### src/rtl/mem_wb_stage.sv
// MEM/WB pipeline register with writeback data select and a retired-instruction
// counter for the pipelined LEGv8 CPU. Outputs depend only on registered state.
module mem_wb_stage #(
  parameter int DW = 64,
  parameter int RW = 5,
  parameter int CW = 32
) (
  input  logic          clk,
  input  logic          reset,
  input  logic          stall,
  input  logic          flush,
  input  logic          mem_valid,
  input  logic          MemtoReg_in,
  input  logic          RegWrite_in,
  input  logic          ldurb_in,
  input  logic [RW-1:0] rd_in,
  input  logic [DW-1:0] dm_address,
  input  logic [DW-1:0] dm_read_data,
  output logic          wb_valid,
  output logic          wb_reg_write,
  output logic [RW-1:0] wb_rd,
  output logic [DW-1:0] wb_data,
  output logic          fwd_en,
  output logic [CW-1:0] retired
);

  logic          valid_q;
  logic          RegWrite_q;
  logic          MemtoReg_q;
  logic          ldurb_q;
  logic [RW-1:0] rd_q;
  logic [DW-1:0] alu_q;
  logic [DW-1:0] rdata_q;
  logic [CW-1:0] retired_q;
  logic [DW-1:0] load_val;
  logic          is_xzr;

  assign is_xzr = (rd_in == RW'(31));

  // A flush only kills the slot's validity and write enable; the data fields keep
  // loading so the writeback mux always sees defined values on a bubble.
  always_ff @(posedge clk) begin
    if (reset) begin
      valid_q    <= 1'b0;
      RegWrite_q <= 1'b0;
      MemtoReg_q <= 1'b0;
      ldurb_q    <= 1'b0;
      rd_q       <= '0;
      alu_q      <= '0;
      rdata_q    <= '0;
      retired_q  <= '0;
    end else if (!stall) begin
      if (valid_q)
        retired_q <= retired_q + CW'(1);
      valid_q    <= flush ? 1'b0 : mem_valid;
      RegWrite_q <= flush ? 1'b0 : (RegWrite_in & ~is_xzr);
      MemtoReg_q <= MemtoReg_in;
      ldurb_q    <= ldurb_in;
      rd_q       <= rd_in;
      alu_q      <= dm_address;
      rdata_q    <= dm_read_data;
    end
  end

  always_comb begin
    load_val = ldurb_q ? {{(DW-8){1'b0}}, rdata_q[7:0]} : rdata_q;
    wb_data  = MemtoReg_q ? load_val : alu_q;
  end

  assign wb_valid     = valid_q;
  assign wb_reg_write = valid_q & RegWrite_q;
  assign fwd_en       = valid_q & RegWrite_q;
  assign wb_rd        = rd_q;
  assign retired      = retired_q;

endmodule

### config.mk
export PLATFORM = sky130hd
export DESIGN_NAME = mem_wb_stage
export DESIGN_NICKNAME = d
export VERILOG_FILES = /design/src/rtl/mem_wb_stage.sv
export SDC_FILE = /design/constraint.sdc
export NUM_CORES = 1
export LEC_CHECK = 0
export ABC_AREA = 1
export BUFFER_PORTS_ARGS = -buffer_cell sky130_fd_sc_hd__buf_2
export CAP_MARGIN = 10
export CORE_MARGIN = 2
export CORE_UTILIZATION = 35
export CTS_CLUSTER_DIAMETER = 200
export DETAILED_ROUTE_END_ITERATION = 12
export GPL_TIMING_DRIVEN = 0
export SETUP_SLACK_MARGIN = 0.4
export SLEW_MARGIN = 30
export SYNTH_ARGS = -nofsm -noshare
export SYNTH_HDL_FRONTEND = slang
export SYNTH_SLANG_ARGS = --single-unit
### constraint.sdc
create_clock -name clk -period 2.9 [get_ports clk]
set_clock_uncertainty 0.05 [all_clocks]
set_input_delay 0.145 -clock clk [delete_from_list [all_inputs] [get_ports clk]]
set_output_delay 0.145 -clock clk [all_outputs]
set_load 0.03 [all_outputs]
==> summary.txt <==
Number of port buffers -> 243
Clk pwr share -> 0.399
Leakage power -> 4.75 nW
Antenna violations before repair -> 0
Post-Syn Area -> 0.00717 mm2
Critical path arrival -> 2030 ps
WS Path Type -> reg2out
Post-route setup TNS -> 0 ps
Worst-skew pair later-pin latency -> 430 ps
Die Span Y -> 147 um
Final GP Congestion -> 0.824
Post-Synthesis Cells -> 1,015
Max clock buf depth -> 2
PwrDens -> 536 mW/mm2
RSZ-0062 raised after global routing -> no
Root Driver -> clkbuf_16
Total number of vias -> 8,124
Actual slew at the worst max-slew pin -> 707 ps
Final routed DRC violation total -> 0
Distinct cell type count after synthesis -> 30
Register area share after synthesis -> 0.472
Total Wirelength -> 25.1 mm
Core Area -> 0.0202 mm2
Synth Register Bits -> 169
CTS clk-pin slew, worst paths -> 60 ps
Worst Hold Class -> in2reg
Dpl cell area -> 0.00872 mm2
Crit path max fanout -> 10
NumNets Final -> 1,559
H-tree depth -> 4
Comb pwr share -> 0.165
Ys Warns -> 0
IO Count -> 245
Tot GR Track Use -> 0.230
DRT Pass-1 Iters -> 7
Initial Util -> 0.355
Dominant cells by area after synthesis -> dfxtp_1 (47%), o21ai_0 (15%), nor2_1 (10%)
Final ANT Viol Nets -> 0
Status -> complete, no violations
Share of the synthesized area in the top cell type -> 0.472
Pin count of the biggest net entering global routing -> 17
Slew HR -> 0.529
Switch Pwr -> 1.61 mW
DP Wirelength -> 17.7 mm
First-pass GRT wire length -> 39.6 mm
Syn_area_per_cell -> 7.06 um2
CTS sink count -> 169
CTS Buf Count -> 17
Starting DRT DRC Count -> 432
CP startpoint kind -> register
Nature of the critical path endpoint -> output port
Final hold violations -> 0
Internal -> 4.13 mW
Chip width -> 147 um
Tcrit/Tclk final -> 0.766
Setup Viol. Count Final -> 0
CTS tree -> built
Post-Layout Inst Area -> 0.0107 mm2
Worst vdd ir -> 0.000418 V
Via density -> 4.78
Fmax -> 450 MHz
Min Tclk post-route -> 2220 ps
Net Count, Synth -> 1,157
Max Slew Vio Count -> 0
Vias in the first global route -> 7,855
Row count -> 52
Ant. Diodes -> 0
Area grow syn2layout -> 49.4%
Layout cells sized above 1 -> 0.203
CP required -> 2710 ps
WL/cell -> 14.7 um
Top cell type by total area after synthesis -> dfxtp_1
Switching share of power -> 0.281
Overflow after GRT -> 0
Die area -> 0.0216 mm2
Max cap viols -> 0
Seq pwr share -> 0.436
[cell families (layout without fill, tap and decap cells)]
logic type | count (synthesis) | after routing | synth area share
AOI/OAI and AO/OA | 293 | 293 | 0.207
xor gates and xnor gates | 5 | 5 | 0.00611
adders and majority gates | 1 | 1 | 0.00174
buffers and inverters | 178 | 593 | 0.0956
DFF | 169 | 169 | 0.472
and+or+nand+nor | 369 | 369 | 0.218
[metal layers]
layer | track usage | vias up | routed length [um]
li1 | - | 4110 | -
met1 | 0.294 | 3695 | 11000
met3 | 0.0429 | 59 | 1400
met4 | 0.101 | 0 | 832
met2 | 0.379 | 260 | 11800
met5 | 0 | - | 0
[timing repair]
| action | in CTS | in global routing |
|---|---|---|
| setup endpoints to repair | 0 | 26 |
| hold endpoints to repair | 139 | 0 |
| gates resized for setup | 0 | 4 |
| hold buffers | 140 | 0 |
| setup buffers | 0 | 0 |
[sequential cells by signal, summed over array words and instances, names as in the netlist]
| register | flops |
|---|---|
| alu_q | 64 |
| rdata_q | 64 |
| retired | 32 |
| wb_rd | 5 |
| MemtoReg_q | 1 |
| RegWrite_q | 1 |
| ldurb_q | 1 |
| wb_valid | 1 |
[power groups by stage]
stage | Clock (mW) | Sequential (mW) | Combinational (mW)
6_report | 2.29 | 2.50 | 0.949
5_1_grt | 2.43 | 2.52 | 1.04
4_1_cts | 2.33 | 2.50 | 0.944
3_5_place_dp | 0 | 2.55 | 0.792
3_3_place_gp | 0 | 2.55 | 0.788
2_1_floorplan | 0 | 2.56 | 0.480
[worst paths after layout]
check	startpoint	to	slack (ps)	cells past startpoint
setup / recovery	MemtoReg_q	wb_data[6]	680	6
hold reg to reg	alu_q[50]	alu_q[50]	400	2
hold / removal	stall	ldurb_q	330	4
setup reg to reg	retired[1]	retired[30]	1200	9
[synth_stat cells]
cell,number
inv_2,1
nand3_1,81
o21a_1,3
and2_1,1
nor2_4,3
nor3b_1,3
nor2_2,2
buf_1,2
buf_2,5
nor2_1,192
nand3_2,1
a31oi_1,2
a21o_1,1
clkinv_1,1
inv_1,107
nand2_1,72
nand2_2,1
o2111ai_1,1
xnor2_1,3
o21ai_0,209
ha_1,1
xor2_1,2
nand4_1,6
buf_6,1
and3_1,1
clkbuf_1,60
nor3_1,6
buf_4,1
dfxtp_1,169
a21oi_1,77
[cells in the final DEF, fill, tap and decap left out, drive strengths merged]
| cell type | n |
|---|---|
| nor3 | 6 |
| and2 | 1 |
| dlygate4sd3 | 140 |
| and3 | 1 |
| nor3b | 3 |
| ha | 1 |
| nand2 | 73 |
| a21o | 1 |
| o2111ai | 1 |
| clkinvlp | 3 |
| clkbuf | 79 |
| bufinv | 2 |
| o21a | 3 |
| nand4 | 6 |
| nand3 | 82 |
| a21oi | 77 |
| inv | 112 |
| clkinv | 5 |
| buf | 252 |
| xor2 | 2 |
| dfxtp | 169 |
| a31oi | 2 |
| xnor2 | 3 |
| o21ai | 209 |
| nor2 | 197 |
[worst max-delay path, cell delays in order, from the launching register on]
cell and delay, ps:
dfxtp_1 360, buf_2 270, buf_2 280, clkbuf_2 300, nand2_1 90, o21ai_0 80
buf_2 220
[area by class of cell]
type | instances | area [um2]
plain buffers | 69 | 279
clock buffers | 19 | 443
clock inverters | 13 | 144
fillers | 2042 | 9460
inverters | 109 | 409
multi-input cells | 668 | 3100
flip-flops and latches | 169 | 3380
well taps | 270 | 338
repair buffers | 383 | 2620
[through the flow]
stage	std cells	worst slack [ps]	util	hold slack [ps]	power, mW
floorplan	1015	1200	-	247	3.04
global placement	1528	914	0.433	333	3.34
detailed placement	1528	889	0.433	339	3.35
CTS	1700	429	0.531	309	5.78
global route	1700	485	0.531	357	5.99
finish	1700	677	0.531	332	5.74
(Power assumes the default switching activity.)
